`config.mk`:
```
export PLATFORM = sky130hd
export DESIGN_NAME = lora_tx_pack_flat
export DESIGN_NICKNAME = d
export VERILOG_FILES = /design/src/rtl/lora_tx_pack_pkg.sv /design/src/rtl/lora_tx_pack_if.sv /design/src/rtl/lora_tx_pack_bcd2bin.sv /design/src/rtl/lora_tx_pack.sv /design/src/flat_wrapper.sv
export SDC_FILE = /design/constraint.sdc
export NUM_CORES = 1
export LEC_CHECK = 0
export CAP_MARGIN = 20
export CORE_ASPECT_RATIO = 2
export CORE_MARGIN = 3
export CORE_UTILIZATION = 50
export DETAILED_ROUTE_END_ITERATION = 6
export GPL_ROUTABILITY_DRIVEN = 0
export PLACE_DENSITY = 0.75
export SYNTH_ARGS = -nofsm -noshare
export SYNTH_HDL_FRONTEND = slang
export SYNTH_SLANG_ARGS = --single-unit
```
`constraint.sdc`:
```
create_clock -name clk -period 7.1 [get_ports clk]
set_input_delay 1.42 -clock clk [delete_from_list [all_inputs] [get_ports clk]]
set_output_delay 1.42 -clock clk [all_outputs]
set_load 0.02 [all_outputs]
```
`src/rtl/lora_tx_pack_pkg.sv`:
```
// Shared constants, FSM encoding and checksum helper for the LoRa transmit packer.
package lora_tx_pack_pkg;
   localparam int         BCD_DIGITS = 4;
   localparam logic [7:0] HDR_DEF    = 8'hA5;

   typedef enum logic [2:0] {
      S_IDLE = 3'd0,
      S_CONV = 3'd1,
      S_HDR  = 3'd2,
      S_HI   = 3'd3,
      S_LO   = 3'd4,
      S_CHK  = 3'd5
   } state_t;

   function automatic logic [7:0] frame_chk(input logic [7:0] h, input logic [7:0] hi,
                                            input logic [7:0] lo);
      return h + hi + lo;
   endfunction
endpackage

```
`src/rtl/lora_tx_pack_if.sv`:
```
// Byte stream towards the LoRa UART transmitter (valid/ready).
interface lora_tx_pack_if;
   logic [7:0] tx_data;
   logic       tx_valid;
   logic       tx_ready;

   modport master (output tx_data, output tx_valid, input tx_ready);
   modport slave  (input tx_data, input tx_valid, output tx_ready);
endinterface

```
`src/rtl/lora_tx_pack_bcd2bin.sv`:
```
// Iterative BCD to binary converter: one digit per cycle, most significant first.
module lora_tx_pack_bcd2bin
   import lora_tx_pack_pkg::*;
(
   input  logic                    clk,
   input  logic                    rst_n,
   input  logic                    start,
   input  logic [4*BCD_DIGITS-1:0] bcd,
   output logic                    done,
   output logic                    err,
   output logic [15:0]             result
);
   localparam int CW = $clog2(BCD_DIGITS);

   logic [4*BCD_DIGITS-1:0] dig_sr;
   logic [15:0]             acc;
   logic [CW-1:0]           cnt;
   logic                    active;
   logic                    bad;
   logic [3:0]              digit;
   logic                    bad_nxt;

   assign digit   = dig_sr[4*BCD_DIGITS-1 -: 4];
   assign bad_nxt = bad | (digit > 4'd9);
   assign result  = acc;

   // done/err are single-cycle pulses raised on the last digit step
   always_ff @(posedge clk or negedge rst_n) begin
      if (!rst_n) begin
         dig_sr <= '0;
         acc    <= '0;
         cnt    <= '0;
         active <= 1'b0;
         bad    <= 1'b0;
         done   <= 1'b0;
         err    <= 1'b0;
      end else begin
         done <= 1'b0;
         err  <= 1'b0;
         if (start) begin
            dig_sr <= bcd;
            acc    <= '0;
            cnt    <= '0;
            active <= 1'b1;
            bad    <= 1'b0;
         end else if (active) begin
            acc    <= (acc << 3) + (acc << 1) + {12'd0, digit};
            dig_sr <= dig_sr << 4;
            bad    <= bad_nxt;
            cnt    <= cnt + 1'b1;
            if (cnt == CW'(BCD_DIGITS-1)) begin
               active <= 1'b0;
               done   <= ~bad_nxt;
               err    <= bad_nxt;
            end
         end
      end
   end
endmodule

```
`src/rtl/lora_tx_pack.sv`:
```
// BCD value to framed byte stream (HDR, HI, LO[, CHK]) sent periodically or on request.
// Define LORA_TX_CHK_EN to append the checksum byte (HDR+HI+LO mod 256).
module lora_tx_pack
   import lora_tx_pack_pkg::*;
#(
   parameter int         PERIOD = 50_000_000,
   parameter logic [7:0] HDR    = HDR_DEF
) (
   input  logic                  clk,
   input  logic                  rst_n,
   input  logic [15:0]           bcd_in,
   input  logic                  send_req,
   lora_tx_pack_if.master        tx,
   output logic                  busy,
   output logic [15:0]           value,
   output logic                  err
);
   localparam int PW = (PERIOD > 1) ? $clog2(PERIOD) : 1;

   state_t        state, state_nxt;
   logic [PW-1:0] per_cnt;
   logic          tick, trigger, start, accept;
   logic          conv_done;
   logic [15:0]   conv_result;

   assign tick    = (per_cnt == PW'(PERIOD-1));
   assign trigger = tick | send_req;
   assign start   = (state == S_IDLE) && trigger;
   assign accept  = tx.tx_valid && tx.tx_ready;

   // free-running frame timer, independent of frame progress
   always_ff @(posedge clk or negedge rst_n) begin
      if (!rst_n)    per_cnt <= '0;
      else if (tick) per_cnt <= '0;
      else           per_cnt <= per_cnt + 1'b1;
   end

   lora_tx_pack_bcd2bin u_conv (
      .clk    (clk),
      .rst_n  (rst_n),
      .start  (start),
      .bcd    (bcd_in),
      .done   (conv_done),
      .err    (err),
      .result (conv_result)
   );

   always_ff @(posedge clk or negedge rst_n) begin
      if (!rst_n) state <= S_IDLE;
      else        state <= state_nxt;
   end

   always_comb begin
      state_nxt = state;
      case (state)
         S_IDLE: if (trigger)   state_nxt = S_CONV;
         S_CONV: if (err)       state_nxt = S_IDLE;
                 else if (conv_done) state_nxt = S_HDR;
         S_HDR:  if (accept)    state_nxt = S_HI;
         S_HI:   if (accept)    state_nxt = S_LO;
`ifdef LORA_TX_CHK_EN
         S_LO:   if (accept)    state_nxt = S_CHK;
         S_CHK:  if (accept)    state_nxt = S_IDLE;
`else
         S_LO:   if (accept)    state_nxt = S_IDLE;
`endif
         default:               state_nxt = S_IDLE;
      endcase
   end

   always_comb begin
      busy        = (state != S_IDLE);
      tx.tx_valid = 1'b0;
      tx.tx_data  = 8'h00;
      case (state)
         S_HDR: begin tx.tx_valid = 1'b1; tx.tx_data = HDR;         end
         S_HI:  begin tx.tx_valid = 1'b1; tx.tx_data = value[15:8]; end
         S_LO:  begin tx.tx_valid = 1'b1; tx.tx_data = value[7:0];  end
`ifdef LORA_TX_CHK_EN
         S_CHK: begin
            tx.tx_valid = 1'b1;
            tx.tx_data  = frame_chk(HDR, value[15:8], value[7:0]);
         end
`endif
         default: ;
      endcase
   end

   // value only moves on a good conversion, so bytes stay stable through the frame
   always_ff @(posedge clk or negedge rst_n) begin
      if (!rst_n)                            value <= '0;
      else if (state == S_CONV && conv_done) value <= conv_result;
   end
endmodule

```
`src/flat_wrapper.sv`:
```
// flat-port wrapper written by rule: the top's interface ports become plain ports
module lora_tx_pack_flat import lora_tx_pack_pkg::*;
#(
   parameter int         PERIOD = 50_000_000,
   parameter logic [7:0] HDR    = HDR_DEF
)
  (clk, rst_n, bcd_in, send_req, busy, value, err, tx_tx_data, tx_tx_valid, tx_tx_ready);
  lora_tx_pack_if tx_i ();
  input  logic clk;
  input  logic rst_n;
  input  logic [15:0] bcd_in;
  input  logic send_req;
  output logic busy;
  output logic [15:0] value;
  output logic err;
  output wire logic [$bits(tx_i.tx_data)-1:0] tx_tx_data;
  output wire logic [$bits(tx_i.tx_valid)-1:0] tx_tx_valid;
  input wire logic [$bits(tx_i.tx_ready)-1:0] tx_tx_ready;
  assign tx_tx_data = tx_i.tx_data;
  assign tx_tx_valid = tx_i.tx_valid;
  assign tx_i.tx_ready = tx_tx_ready;
  lora_tx_pack #(.PERIOD(PERIOD), .HDR(HDR)) u_core (.clk(clk), .rst_n(rst_n), .bcd_in(bcd_in), .send_req(send_req), .tx(tx_i), .busy(busy), .value(value), .err(err));
endmodule
```
Word-level counts from Yosys, hierarchy flattened

Index checks and enable logic that the tools add are counted.

Eq/ne operators: 11
Add/subtract/negate cells: 4
Mux-type cells: 27
Order comparisons: 1
Bitwise operators: 3
Reductions and logical operators: 8

Operators by type and width:

| kind                                                 | number |
|---|---|
| two-way mux 16 bit                                   | 4 |
| adder 26 x 1 -> 26 bit (second input constant)       | 1 |
| equality test 26 bit (second input constant)         | 1 |
| two-way mux 26 bit                                   | 1 |
| case mux 8 bit (3 select lines)                      | 1 |
| two-way mux 3 bit                                    | 6 |
| adder 16 bit                                         | 1 |
| adder 16 x 4 -> 16 bit                               | 1 |
| case mux 3 bit (5 select lines)                      | 1 |
| two-way mux 1 bit                                    | 12 |
| != test 2 x 1 -> 1 bit (second input constant)       | 4 |
| equality test 3 x 2 -> 1 bit (second input constant) | 2 |
| AND reduction 5 bit                                  | 1 |
| > comparator 4 bit (second input constant)           | 1 |
| two-way mux 2 bit                                    | 2 |
| equality test 3 x 1 -> 1 bit (second input constant) | 1 |
| equality test 3 bit (second input constant)          | 1 |
| logical AND 1 bit                                    | 3 |
| logical NOT 3 bit                                    | 1 |
| != test 3 bit (second input constant)                | 1 |
| nonzero test 3 bit                                   | 1 |
| OR reduction 3 bit                                   | 1 |
| adder 2 x 1 -> 2 bit (second input constant)         | 1 |
| equality test 2 bit (second input constant)          | 1 |
| 3 further kinds                                      | 4 |

Output and inout bits: 27
Input port bits: 20
Register bits after elaboration: 83
Logic and storage cells: 64

Depth between registers and ports, before layout

Gate-level depths: netlist (run 1).

Word-level depth: 6
Depth in mapped cells: 11
Mapped depth without buffers: 11

Cells and area by module

A second synthesis (run 1) with hierarchy kept.

Cells, all modules: 452
Area total of the unflattened synthesis: 4584.4 um^2

By module, submodules not included:

| module               | seq. area each (um^2) | cells an instance | times used | area an instance (um^2) |
|---|---|---|---|---|
| lora_tx_pack_bcd2bin | 950.9                 | 243               | 1          | 2379.8 |
| lora_tx_pack         | 1126.1                | 209               | 1          | 2204.6 |

Worst setup path before layout (run 1)

Ideal clock, no wire load.

Kind: register to output
Start: register u_core.state[1]
End: output port tx_tx_data[0]
Data arrival time: 1.491 ns
Cell stages (with the launch flop): 4
Buffers on the path: 1
Slack: 4.189 ns
Data required time: 5.680 ns
Cell sequence: dfrtp_1 -> clkbuf_1 -> nor3b_1 -> a22o_1

Word-level cells in the longest chain between the ends: 2
Elaborated cells on any way between the ends: 4
Classes of those cells: 3 x eq/ne; 1 x mux

Ends and longest elaborated chain:

| item                                                                       | line               | RTL |
|---|---|---|
| from (decl)                                                                | lora_tx_pack.sv:20 | `state_t state, state_nxt;` |
| from (signal assigned)                                                     | lora_tx_pack.sv:50 | `else state <= state_nxt;` |
| equality test 3 bit / equality test 3 x 2 -> 1 bit (equally long branches) | lora_tx_pack.sv:75 | `case (state)` |
| case mux 8 bit (3 select lines) *                                          | lora_tx_pack.sv:75 |  |
| to (decl)                                                                  | flat_wrapper.sv:16 | `output wire logic [$bits(tx_i.tx_data)-1:0] tx_tx_data;` |

Every way passes the cells marked *; elsewhere a longest branch is shown, timed or not.

Worst setup path after layout (run 1)

Start: register u_core.state[0]
End: output port tx_tx_data[6]

The elaborated chain is that of the path after synthesis.

==> impl_metrics.json, run 1 <==
{
  "synth_cells": 426,
  "wire_per_inst_um": 16.3,
  "fin_setup_tns_ps": 0,
  "io-pin-count": 47,
  "root_buffer": "clkbuf_16",
  "power.switching_mw": 0.900,
  "dpl.hpwl_um": 6730,
  "die-area_um2": 10100,
  "worst-setup-path-type": "register to output port",
  "irDropWorstVdd_mv": 0.243,
  "synth_ff_type": "dfrtp_1",
  "track_usage_pct": 19.8,
  "drv_slew": 0,
  "p_clk_share_pct": 20.3,
  "clkSlewWorstSetupHoldPaths_ps": 60,
  "final_common_cell": "dfrtp_1",
  "cts_tree": "built",
  "tightest_slew_ps": 1050,
  "die_x_um": 72.7,
  "status": "finished clean",
  "cap_violations": 0,
  "yosysSeqAreaShare_pct": 46.7,
  "n_fill_cell": 748,
  "cp.required_ps": 5680,
  "vias_per_cell": 5.71,
  "cp-end-kind": "output port",
  "antenna_found_initial": 0,
  "reg2regPathDepth": 6,
  "placed_cells": 556,
  "syn_to_final_growth_pct": 19.3,
  "rrSetupSlack_ps": 4330,
  "finalNonFillerCells": 573,
  "seq_power_share_pct": 32.7,
  "fmax_mhz": 253,
  "async_flop_share_pct": 100,
  "overflow": 0,
  "hold_path_depth": 1,
  "finalHoldViolCount": 0,
  "firstDrtPassIters": 4,
  "initial_utilization_pct": 51.4,
  "place_ws_ps": 3500,
  "grt_max_degree": 84,
  "drive_gt1_share_pct": 8.88,
  "clock-skew-final_ps": 8.08,
  "p_sw_share_pct": 39.0,
  "place_area_um2": 4970,
  "grt_pass1_vias": 3282,
  "setup_violations": 0,
  "htree_levels": 3,
  "timing.hold.ws_ps": 473,
  "fin_util_pct": 61.4,
  "arrival_ps": 2540,
  "layout_common_cells": "83 x dfrtp_1, 46 x nor2_1, 45 x clkdlybuf4s50_1",
  "drc": 0,
  "num_vias": 3274,
  "fin_crit_sh_pct": 55.8,
  "period_needed_ps": 3960,
  "rsz0062_at_grt": "no",
  "postSynthAreaPerCell_um2": 10.4,
  "power_mw": 2.31,
  "power_density_nw_per_um2": 434,
  "yosys_warnings": 0,
  "drt_iter0_drc": 174,
  "p_comb_share_pct": 47.0,
  "ys_ff_latch": 83,
  "numPortBuffers": 46,
  "cts_buffer_depth": 2,
  "clkSinkCount": 83,
  "antenna_left": 0,
  "coreArea_um2": 8650,
  "min_path_type": "register to register",
  "ys_types": 50,
  "syn_area_um2": 4450,
  "insertion_delay_ps": 340,
  "synth_nets": 476,
  "drt-total-wl_um": 9320,
  "max_slew_margin_pct": 29.9,
  "die_y_um": 139,
  "p_int_mw": 1.41,
  "cts_inserted_buffers": 9,
  "synth-edff-count": 0,
  "antenna-diode-count": 0,
  "post_cts_buffers": 0,
  "cp-start-kind": "register",
  "power.leakage_nw": 2.52,
  "fin_nets": 518,
  "cp_max_fo": 14,
  "fin_area_um2": 5310,
  "setup_ws_ps": 3140,
  "grt_pass1_wl_um": 15500,
  "rows": 48,
  "cts_hold_buf": 0,
  "cts-resized-gates": 0
}
[final timing paths]
check,start,end
worst max-delay path,u_core.state[0]$_DFFE_PN0P_,tx_tx_data[6]
worst min-delay path,u_core.u_conv.bad$_DFFE_PN0P_,u_core.u_conv.done$_DFF_PN0_
worst max register to register,u_core.per_cnt[10]$_DFF_PN0_,u_core.u_conv.dig_sr[11]$_DFFE_PN0P_
worst min register to register,u_core.u_conv.bad$_DFFE_PN0P_,u_core.u_conv.done$_DFF_PN0_
max in group asynchronous,rst_n,u_core.u_conv.result[4]$_DFFE_PN0P_
min in group asynchronous,rst_n,u_core.value[11]$_DFFE_PN0P_
[cell usage after synthesis, types with 7 or more instances]
master     n  area share (%)
nand3_1   20             2.2
nor2_1    46             3.9
xnor2_1   22             4.3
nand2_1   36             3.0
o21ai_0   20             2.2
ha_1      28             7.9
a21oi_1   15             1.7
mux2i_1   23             5.2
inv_1      9            0.76
clkbuf_1  10            0.84
dfrtp_1   83              47
nor3_1     7            0.79
xor2_1    13             2.6
mux2_2    17             4.3
a22o_1     7             1.4
and3_1     7            0.98
[layout make-up]
cell class	count	area [um^2]	share of cell area (%)
clock buffers	11	243	4.57
clock inverters	5	62.6	1.18
inverters	9	33.8	0.637
multi-input cells	316	2260	42.7
flip-flops and latches	83	2080	39.1
well taps	100	125	2.36
repair buffers	49	500	9.43
[state kept, by name (all words and copies together) (netlist names)]
signal,count
u_core.state,3
u_core.u_conv.dig_sr,16
u_core.u_conv.cnt,2
u_core.u_conv.active,1
u_core.u_conv.err,1
u_core.u_conv.bad,1
u_core.per_cnt,26
u_core.u_conv.done,1
u_core.u_conv.result,16
u_core.value,16
[kinds of logic (layout without fill, tap and decap cells)]
kind of cell / count (synthesis) / count (layout) / synth area share [%]
and+or+nand+nor: 154 / 154 / 17.4
DFF: 83 / 83 / 46.7
AOI/OAI and AO/OA: 57 / 57 / 8.02
muxes: 40 / 40 / 9.48
xor gates and xnor gates: 35 / 35 / 6.89
adders and majority gates: 30 / 30 / 8.77
buffers and inverters: 27 / 74 / 2.76
[critical path, stage by stage, from the launching register on]
cell             delay, ps
dfrtp_1                510
nor3b_1                670
buf_4                  270
a22o_1                 140
clkdlybuf4s50_1        610
[power groups by stage]
stage          clock network [mW]  registers (mW)  logic (mW)
6_report                    0.467           0.755        1.08
5_1_grt                     0.496           0.775        1.21
4_1_cts                     0.479           0.755        1.09
3_5_place_dp                    0           0.763        1.08
3_3_place_gp                    0           0.755        1.05
2_1_floorplan                   0           0.756       0.754
[layer usage]
metal  part of all wire [%]  vias to the layer above  GRT usage (%)
met5                      0                        -              0
met4                    3.2                        0           9.05
met3                    3.1                       22           3.83
met2                     55                       67           34.0
met1                     39                     1607           23.0
li1                       -                     1578              -
Power figures use the tool's default switching activity.
==> run 2, diff against run 1 <==
Settings changed: PLACE_DENSITY 0.75 to 0.78.
Clock period 7.1 ns to 3.6 ns, I/O delays scaled along.
==> impl_metrics.json, run 2 (synthesized netlist as in run 1, its figures left out) <==
{
  "num_vias": 3291,
  "cp_max_fo": 14,
  "die_y_um": 139,
  "firstDrtPassIters": 4,
  "cap_violations": 0,
  "grt_pass1_wl_um": 16300,
  "drive_gt1_share_pct": 9.66,
  "antenna_found_initial": 0,
  "cpLargestDelayFamily": "buffers and inverters",
  "rows": 48,
  "power.leakage_nw": 2.53,
  "setup_violations": 0,
  "die-area_um2": 10100,
  "clkSlewWorstSetupHoldPaths_ps": 60,
  "cts_inserted_buffers": 9,
  "rsz0062_at_grt": "no",
  "cts_tree": "built",
  "cp.required_ps": 2880,
  "cts-resized-gates": 0,
  "tightest_slew_ps": 544,
  "slowest_delay_ps": 600,
  "n_fill_cell": 743,
  "vias_per_cell": 5.71,
  "cp_num_buf_inv": 2,
  "setup_ws_ps": 764,
  "drt_iter0_drc": 178,
  "max_slew_margin_pct": 63.7,
  "slowest_stage": "clkdlybuf4s50_1",
  "seqCellArea_um2": 2080,
  "fin_setup_tns_ps": 0,
  "clkSinkCount": 83,
  "grt_max_degree": 84,
  "io-pin-count": 47,
  "initial_utilization_pct": 51.4,
  "path_cells": "nor3b_1 -> buf_4 -> a22o_1 -> clkdlybuf4s50_1",
  "final_common_cell": "dfrtp_1",
  "grt_pass1_vias": 3411,
  "top_register": "u_core.per_cnt",
  "min_path_type": "primary input to async pin",
  "clock-skew-final_ps": 11.8,
  "drt-total-wl_um": 9450,
  "layout_common_cells": "83 x dfrtp_1, 46 x nor2_1, 45 x clkdlybuf4s50_1",
  "irDropWorstVdd_mv": 0.430,
  "cp-end-kind": "output port",
  "cts_buffer_depth": 2,
  "power_density_nw_per_um2": 849,
  "dpl.hpwl_um": 6870,
  "arrival_ps": 2120,
  "wire_per_inst_um": 16.4,
  "cp-start-kind": "register",
  "drc": 0,
  "fmax_mhz": 353,
  "coreArea_um2": 8650,
  "htree_levels": 3,
  "finalHoldViolCount": 0,
  "die_x_um": 72.7,
  "antenna_left": 0,
  "post_cts_buffers": 0,
  "fin_nets": 521,
  "largest_reg_flops": 26,
  "syn_to_final_growth_pct": 19.2,
  "fin_crit_sh_pct": 78.8,
  "insertion_delay_ps": 340,
  "multi_input_comb_area_um2": 2260,
  "cts_hold_buf": 0,
  "status": "finished clean",
  "overflow": 0,
  "numPortBuffers": 46,
  "track_usage_pct": 20.6,
  "drv_slew": 0,
  "worst-setup-path-type": "register to output port",
  "period_needed_ps": 2840,
  "root_buffer": "clkbuf_16",
  "place_ws_ps": 960,
  "antenna-diode-count": 0
}
[run 2: changes by cell type in the layout (fill, tap and decap cells not counted), sizes merged]
cell,delta
buf,+3
inv,+2
bufinv,-1
clkbuf,-2
clkinv,+1
[run 2: area by class of cell]
class                           instances  area share [%]
Clock buffer                            9            4.25
Clock inverter                          7           0.967
Inverter                                9           0.637
Multi-Input combinational cell        316            42.7
Sequential cell                        83            39.2
Tap cell                              100            2.36
Timing Repair Buffer                   52            9.93
[run 2: through the flow]
step | utilization (%) | instance area, um^2 | total power, mW | hold WS [ps] | instances
6_report | 61.3 | 5300 | 4.50 | 240 | 576
4_1_cts | 60.9 | 5270 | 4.55 | 486 | 574
3_3_place_gp | 57.7 | 4990 | 3.60 | 452 | 558
2_1_floorplan | - | 4450 | 2.98 | 424 | 426
5_1_grt | 61.3 | 5300 | 4.85 | 249 | 576
3_5_place_dp | 57.7 | 4990 | 3.68 | 466 | 558
[run 2: worst paths after layout]
kind	endpoint	startpoint	slack, ps	cells after the start
setup / recovery	tx_tx_data[0]	u_core.state[0]$_DFFE_PN0P_	760	4
hold / removal	u_core.u_conv.result[9]$_DFFE_PN0P_	rst_n	240	1
setup reg to reg	u_core.u_conv.result[12]$_DFFE_PN0P_	u_core.u_conv.result[0]$_DFFE_PN0P_	930	10
hold reg to reg	u_core.per_cnt[4]$_DFF_PN0_	u_core.per_cnt[4]$_DFF_PN0_	480	1
max in group asynchronous	u_core.per_cnt[2]$_DFF_PN0_	rst_n	2770	2
min in group clk	u_core.per_cnt[4]$_DFF_PN0_	u_core.per_cnt[4]$_DFF_PN0_	480	1
[run 2: metal layers]
layer	track usage [%]	share of wire, %	up-vias
li1	-	-	1578
met4	8.27	2.5	0
met5	0	0	-
met2	36.6	56	78
met3	3.18	3.4	18
met1	24.0	38	1617
[run 2: where the power goes]
part           internal, mW  leakage (nW)  switching, mW
clock network         0.470         0.132          0.376
logic                  1.01          1.31           1.14
registers              1.22          1.08          0.289
[run 2: worst reg2reg max path, delay by kind of cell, from the launching register on]
family                     cells  cell delay [ps]
adders and majority gates      2              970
AOI/OAI and AO/OA              5              790
DFF                            1              390
buffers and inverters          1               80
and+or+nand+nor                2              360
